## src/rtl/nand_dq_burst_responder.sv

```systemverilog
// Target-side NAND DQ/DQS read-burst generator: preamble, table or counter data, postamble.
// All outputs are registered and derived from the next FSM state.
module nand_dq_burst_responder #(
    parameter int DQ_W      = 8,
    parameter int NUM_CE    = 2,
    parameter int PAT_DEPTH = 4,
    parameter int PAT_AW    = $clog2(PAT_DEPTH),
    parameter int CE_W      = (NUM_CE > 1) ? $clog2(NUM_CE) : 1
) (
    input  logic              CLK,
    input  logic              RST_N,
    input  logic              cfg_wr_en,
    input  logic [PAT_AW-1:0] cfg_wr_addr,
    input  logic [DQ_W-1:0]   cfg_wr_data,
    input  logic              cfg_mode,
    input  logic [15:0]       cfg_burst_len,
    input  logic [3:0]        cfg_preamble,
    input  logic              ale,
    input  logic              cle,
    input  logic              wrn,
    input  logic [NUM_CE-1:0] cen,
    output logic [DQ_W-1:0]   dq_out,
    output logic              dq_oe,
    output logic              dqs_out,
    output logic              dqs_oe,
    output logic              busy,
    output logic [CE_W-1:0]   active_ce,
    output logic              burst_done,
    output logic              burst_abort
);

    typedef enum logic [1:0] {
        S_IDLE,
        S_PRE,
        S_DATA,
        S_POST
    } state_t;

    state_t            r_state;
    state_t            w_nxt;
    logic [3:0]        r_pre_cnt;
    logic [3:0]        w_pre_cnt_nxt;
    logic [15:0]       r_k;
    logic [15:0]       r_len;
    logic [15:0]       w_nk;
    logic              r_mode;
    logic              w_mode;
    logic [CE_W-1:0]   r_ce;
    logic [CE_W-1:0]   w_ce_sel;
    logic              w_trig;
    logic              w_abort_cond;
    logic              w_abort;
    logic [DQ_W-1:0]   w_word;
    logic [DQ_W-1:0]   r_pat [PAT_DEPTH];

    logic [DQ_W-1:0]   r_dq;
    logic              r_dq_oe;
    logic              r_dqs;
    logic              r_dqs_oe;
    logic              r_busy;
    logic              r_done;
    logic              r_abort;

    assign w_trig       = !ale && !cle && !wrn && (cen != '1);
    assign w_abort_cond = ale || cle || wrn || cen[r_ce];

    always_comb begin
        logic found;
        found    = 1'b0;
        w_ce_sel = '0;
        for (int unsigned i = 0; i < NUM_CE; i++) begin
            if (!cen[i] && !found) begin
                w_ce_sel = CE_W'(i);
                found    = 1'b1;
            end
        end
    end

    // w_nk is the word index that will be on the bus in the next state.
    always_comb begin
        w_nxt         = r_state;
        w_pre_cnt_nxt = r_pre_cnt;
        w_nk          = '0;
        w_abort       = 1'b0;
        case (r_state)
            S_IDLE: begin
                if (w_trig) begin
                    if (cfg_preamble != '0) begin
                        w_nxt         = S_PRE;
                        w_pre_cnt_nxt = cfg_preamble - 4'd1;
                    end else if (cfg_burst_len != '0) begin
                        w_nxt = S_DATA;
                    end else begin
                        w_nxt = S_POST;
                    end
                end
            end
            S_PRE: begin
                if (w_abort_cond) begin
                    w_nxt   = S_IDLE;
                    w_abort = 1'b1;
                end else if (r_pre_cnt == '0) begin
                    w_nxt = (r_len != '0) ? S_DATA : S_POST;
                end else begin
                    w_pre_cnt_nxt = r_pre_cnt - 4'd1;
                end
            end
            S_DATA: begin
                w_nk = r_k + 16'd1;
                if (w_abort_cond) begin
                    w_nxt   = S_IDLE;
                    w_abort = 1'b1;
                end else if (w_nk == r_len) begin
                    w_nxt = S_POST;
                end
            end
            S_POST:  w_nxt = S_IDLE;
            default: w_nxt = S_IDLE;
        endcase
    end

    // Straight from IDLE the mode has not been latched yet, so use the live input.
    assign w_mode = (r_state == S_IDLE) ? cfg_mode : r_mode;
    assign w_word = w_mode ? (r_pat[0] + w_nk[DQ_W-1:0]) : r_pat[w_nk[PAT_AW-1:0]];

    always_ff @(posedge CLK or negedge RST_N) begin
        if (!RST_N) begin
            r_state   <= S_IDLE;
            r_pre_cnt <= '0;
            r_k       <= '0;
            r_len     <= '0;
            r_mode    <= 1'b0;
            r_ce      <= '0;
            r_pat     <= '{default: '0};
            r_dq      <= '0;
            r_dq_oe   <= 1'b0;
            r_dqs     <= 1'b0;
            r_dqs_oe  <= 1'b0;
            r_busy    <= 1'b0;
            r_done    <= 1'b0;
            r_abort   <= 1'b0;
        end else begin
            if (cfg_wr_en) begin
                r_pat[cfg_wr_addr] <= cfg_wr_data;
            end
            r_state   <= w_nxt;
            r_pre_cnt <= w_pre_cnt_nxt;
            if (r_state == S_IDLE && w_trig) begin
                r_ce   <= w_ce_sel;
                r_mode <= cfg_mode;
                r_len  <= cfg_burst_len;
            end
            if (w_nxt == S_DATA) begin
                r_k <= w_nk;
            end
            r_dq_oe  <= (w_nxt == S_DATA);
            r_dq     <= (w_nxt == S_DATA) ? w_word : '0;
            r_dqs_oe <= (w_nxt != S_IDLE);
            r_dqs    <= (w_nxt == S_DATA) && !w_nk[0];
            r_busy   <= (w_nxt != S_IDLE);
            r_done   <= (w_nxt == S_POST);
            r_abort  <= w_abort;
        end
    end

    assign dq_out      = r_dq;
    assign dq_oe       = r_dq_oe;
    assign dqs_out     = r_dqs;
    assign dqs_oe      = r_dqs_oe;
    assign busy        = r_busy;
    assign active_ce   = r_ce;
    assign burst_done  = r_done;
    assign burst_abort = r_abort;

endmodule

```

## config.mk

```make
export PLATFORM = sky130hd
export DESIGN_NAME = nand_dq_burst_responder
export DESIGN_NICKNAME = d
export VERILOG_FILES = /design/src/rtl/nand_dq_burst_responder.sv
export SDC_FILE = /design/constraint.sdc
export NUM_CORES = 1
export LEC_CHECK = 0
export CAP_MARGIN = 20
export CORE_MARGIN = 2
export CORE_UTILIZATION = 25
export DETAILED_ROUTE_END_ITERATION = 8
export PLACE_DENSITY = 0.47
export SETUP_SLACK_MARGIN = 0.2
export SYNTH_ARGS = -nofsm -noshare
export SYNTH_HDL_FRONTEND = slang
export SYNTH_SLANG_ARGS = --single-unit
```

## constraint.sdc

```tcl
create_clock -name CLK -period 6.6 [get_ports CLK]
set_clock_uncertainty 0.2 [all_clocks]
set_input_delay 1.32 -clock CLK [delete_from_list [all_inputs] [get_ports CLK]]
set_output_delay 1.32 -clock CLK [all_outputs]
set_load 0.05 [all_outputs]
```

======== Word level (Yosys, flattened, before mapping) ========
Index checks and enable logic that the tools add are counted.
storage, ports and cells
  register bits ........................... 85
  input port bits ......................... 39
  output and inout port bits .............. 15
  logic and storage cells ................. 90
cells by class
  $add $sub $neg .......................... 4
  magnitude comparators ................... 4
  eq/ne operators ......................... 11
  muxes and demuxes ....................... 29
  bitwise logic cells ..................... 2
  reductions and logical operators ........ 24
operator list
  cell                   count
  $mux 8                 5
  $bwmux 32              1
  $reduce_bool 16->1     2
  $add 16x1->16 const B  1
  $bmux 8 s2             1
  $demux 8 s2            1
  $eq 16x16->1           1
  $mux 16                1
  $mux 4                 4
  $mux 2                 6
  $ne 2x2->1 const B     5
  $add 8x8->8            1
  $eq 2x2->1 const B     4
  $mux 1                 8
  $pmux 2 s4             1
  $pmux 4 s2             1
  $sub 4x1->4 const B    2
  $logic_and 1x1->1      7
  $ge 3x3->1 const B     2
  $not 2->3              2
  $logic_not 1->1        5
  $reduce_and 5->1       1
  $logic_not 4->1        1
  $reduce_bool 2->1      2
  other kinds (7)        9

======== Logic depth before layout (Yosys ltp) ========
  depth after elaboration ................. 8
  mapped depth ............................ 15
  mapped depth without buffers ............ 13

======== Least setup slack after synthesis ========
No wires, ideal clock.
  path kind ............................... input-to-reg
  start ................................... in cle
  end ..................................... reg r_k[6]
  setup time .............................. 128 ps
  arrival time ............................ 3212 ps
  required time ........................... 6272 ps
  path slack .............................. 3060 ps
  stages .................................. 8
  buffers on the path ..................... 1
  path through ............................ nor3_1 nand3b_1 nor4_1 nand4_1 nor4_4 or2_1 buf_4 mux2_1
between the ends
  word-level cells in the longest chain between the ends .. 7
  elaborated cells between the ends (all ways) .. 12
  those cells by class .................... eq/ne (1); mux (4); reduce/logical (7)
ends and longest elaborated chain
  item                             RTL line  RTL
  start: declaration               19        input logic cle,
  $logic_not 1->1                  64        assign w_trig = !ale && !cle && !wrn && (cen != '1);
  $logic_and 1x1->1 (3 in series)  64
  $mux 2                           87        if (w_trig) begin
  $pmux 2 s4 *                     85        case (r_state)
  $eq 2x2->1 *                     153       if (w_nxt == S_DATA) begin
  end signal: assignment           154       r_k <= w_nk;
  end: declaration                 43        logic [15:0] r_k;
Mark *: on every way between the ends. The rest lies on a longest branch, timed or not.
A chain may end at the register's enable or synchronous reset.

======== Worst setup path in the final report ========
  start ................................... reg r_k[0]
  end ..................................... reg r_k[2]
between the ends
  word-level cells in the longest chain between the ends .. 6
  elaborated cells between the ends (all ways) .. 7
  those cells by class .................... add/sub (1); eq/ne (2); mux (4)
ends and longest elaborated chain
  item             RTL line  RTL
  $add 16x1->16 *  109       w_nk = r_k + 16'd1;
  $eq 16x16->1     113       end else if (w_nk == r_len) begin
  $mux 2           113
  $mux 2           110       if (w_abort_cond) begin
  $pmux 2 s4       85
  $eq 2x2->1       153
Marks and branches as above.

==> summary.txt <==
Status
  • Status: completed

Clock tree
  • Cts-stage hold buffer count: 0
  • CTS resizes: 0
  • Clock insertion delay at the later pin of the skew report: approximately 0.35 ns
  • Clock buffers created by TritonCTS: 9
  • Clock tree root buffer cell: clkbuf_16
  • Clock-pin slew on the worst setup and hold paths: around 0.07 ns
  • Number of H-tree levels: 3
  • CTS sink cnt: 85
  • Maximum clock path buffer count: 2
  • Number of setup buffers added after CTS: 0
  • TritonCTS clock tree: done

STA
  • Setup violation total in the final timing report: 0
  • Total Neg Setup Slack: 0 ns
  • Slew at the pin with the worst max-slew slack: 0.9413 ns
  • Worst Hold Slack: 0.3036 ns
  • Final count of hold timing violations: 0
  • Number of pins exceeding their max-slew limit in the final report: 0
  • Share of the clock period used by the worst path after layout: approximately 75%
  • Normalized max-slew margin: a little under two fifths
  • Time the worst path needs with I/O delays and setup: 4.936 ns
  • Unrepaired setup endpoints after global routing: no
  • Worst Slack Setup Final: between 1.5 and 2 ns
  • Max Fclk: ~0.20 GHz

Routing
  • Final Routed Wirelength: about 13000 um
  • Detailed-route via count: between 3000 and 4000
  • Total iterations of the first detailed-routing run: 5
  • Number of design rule violations left after detail routing: 0
  • Per-cell routed wire length: between 15 and 20 um
  • Antenna Violating Nets Remaining: 0
  • Drt first-iter violations: 206
  • Via/cell ratio: a little under 5

Worst setup path
  • Setup crit start kind: register
  • Cells traversed along the worst timing path: ha_1, nand3_1, nor3_1, mux2_2, a2111o_1, nor4_4, or2_1, mux2_1
  • Data arrival time of the critical path: a little under 5 ns
  • Crit Path Category: reg2reg
  • Master of the slowest instance on the critical path: dfrtp_1
  • Largest fanout on the critical path: 26
  • Nature of the critical path endpoint: register
  • Biggest cell delay along the critical path: 0.89 ns
  • Crit path required time: between 6 and 7 ns

Synthesis
  • Sequential cell area fraction in the yosys report: 43.86%
  • Top-count cell post-synth: dfrtp_1
  • Post-synth top area share: 43.86%
  • Post-synthesis cell type count: 61
  • Yosys top cell by area: dfrtp_1
  • Average cell area after synthesis: roughly 10 sq um
  • Number of enable flip-flop cells after synthesis: 0
  • Post-Synthesis Net Count: around 510
  • YS warnings: 0
  • FFs w/ async S/R, synth: 100.0%
  • Number of cells produced by synthesis: approximately 460
  • Top_reg_cell synth: dfrtp_1
  • Total standard cell area after synthesis: 4850 sq um
  • Largest cells by area after synthesis: dfrtp_1 44%, mux2_2 13%, xnor2_1 4.0%
  • Commonest cells post-synth: 85 x dfrtp_1, 54 x mux2_2, 42 x nand2_1
  • #FFs+latches synth: 85

Floorplanning
  • Initial core utilization: around 26%
  • Die extent in x: about 140 um
  • Number of top-level pins: 54
  • Overall die area: slightly above 20000 sq um
  • Die height: about 140 um
  • Area of the core: 18890 sq um
  • Number of cell rows: 50

GRT
  • Maximum number of pins on one net before global-route repair: between 50 and 60
  • First-pass GRT wire length: 20470 um
  • Initial antenna violation count: 0
  • Remaining global-route overflow: 0
  • Vias in the first global route: between 3000 and 4000
  • Global router's overall resource usage: 13.03%

Placed design
  • Final HPWL DP: roughly 9000 um
  • Last weighted congestion value of the routability-driven placer: ~0.8
  • Pre-CTS setup slack: around 1.5 ns
  • Number of port buffers: 53
  • Placed inst area: 5604 sq um

Power and ir drop
  • Peak ir drop on the vdd network: between 100 and 150 uV
  • Cell Pwr Density: 319.6 nW/um^2
  • Static leakage: between 2 and 2.5 nW

Final layout
  • Fraction of final layout cells with drive strength greater than 1: between 10% and 20%
  • Layout Cell Area excl Fill: approximately 6000 sq um
  • Signed area change from the synthesized netlist to the final layout: 22.08%
  • Fin nets: about 560
  • Count of filler cells inserted in the layout: just over 2000
  • N_diodes: 0

Run
  • Max Cap Viol: 0

Hold path
  • Hold crit path type: reg2reg
[sequential cells by signal, indices dropped and copies added, names as in the netlist]
name / flops
dq_oe: 1
burst_done: 1
r_pre_cnt: 4
burst_abort: 1
r_pat: 32
r_len: 16
busy: 1
dq_out: 8
active_ce: 1
r_mode: 1
dqs_out: 1
r_k: 16
r_state: 2
[per-stage QoR]
step | std cells | total power [W] | utilization, %
finish | 769 | 0.001892 | 31.34
global route | 769 | 0.002012 | 31.34
CTS | 769 | 0.001913 | 31.34
detailed placement | 753 | 0.001360 | 29.66
global placement | 753 | 0.001350 | 29.66
floorplan | 462 | 0.001185 | -
[routing by layer]
layer | vias to the layer above | global-route usage (%) | routed length, um | share of wire (%)
met5 | - | 0 | 0 | 0
met4 | 0 | 3.354 | 114 | 0.90
met3 | 9 | 3.555 | 430 | 3.4
met2 | 66 | 21.18 | 5964 | 47
met1 | 1876 | 17.18 | 6133 | 49
li1 | 1784 | - | - | -
[worst max-delay path, delay by kind of cell, from the launching register on]
kind	cells	cell delay, ns
AO/OA/AOI/OAI	1	0.45
adder cells (fa/ha/maj)	1	0.44
flip-flops	1	0.89
multiplexers	2	0.76
AND/OR/NAND/NOR	4	2.06
[final cells by class]
class                           instances  area, sq um  area share (%)
Multi-Input combinational cell        341         2556           43.17
Clock inverter                          6        77.57           1.310
Timing Repair Buffer                   57        558.0           9.425
Clock buffer                           10        239.0           4.036
Inverter                               10        37.54          0.6340
Tap cell                              260        325.3           5.495
Sequential cell                        85         2127           35.93
[where the power goes]
part	internal (W)	total [W]	switching [W]
Combinational	0.000277	0.000548	0.000271
Sequential	0.000649	0.000804	0.000155
Clock	0.000312	0.000540	0.000229
Total	0.00124	0.00189	0.000655
[worst paths after layout]
| kind | startpoint | to | slack, ns | cells after the start |
|---|---|---|---|---|
| setup / recovery | r_k[0] | r_k[2] | 1.66 | 8 |
| hold / removal | r_pat[1] | r_pat[1] | 0.30 | 1 |
| setup reg to reg | r_k[0] | r_k[2] | 1.66 | 8 |
| hold reg to reg | r_pat[1] | r_pat[1] | 0.30 | 1 |
| max in group asynchronous | RST_N | r_pat[9] | 4.44 | 2 |
| min in group asynchronous | RST_N | r_len[10] | 0.73 | 1 |
[cell families after synthesis]
kind of cell             Yosys count  share of synthesized area, %
AO/OA/AOI/OAI                     95                         13.44
XOR/XNOR                          28                         5.057
adder cells (fa/ha/maj)           14                         3.715
buffers and inverters             36                         3.431
flip-flops                        85                         43.86
multiplexers                      63                         14.53
AND/OR/NAND/NOR                  141                         15.97
[placed cells by master, fill, tap and decap left out, types with 4 or more instances in the layout]
master,count
a211oi_1,12
a21oi_1,21
a311oi_1,7
buf_4,5
clkbuf_16,9
clkdlybuf4s50_1,52
dfrtp_1,85
ha_1,12
inv_1,9
mux2_1,5
mux2_2,54
mux2i_1,4
nand2_1,42
nand2b_1,9
nand3_1,10
nand3b_1,7
nand4_1,7
nor2_1,21
nor2b_1,8
nor3_1,5
nor4_1,12
o21ai_0,18
o221ai_1,8
or4_1,4
xnor2_1,22
xor2_1,6
No activity file was read; power rests on OpenSTA's default activity.
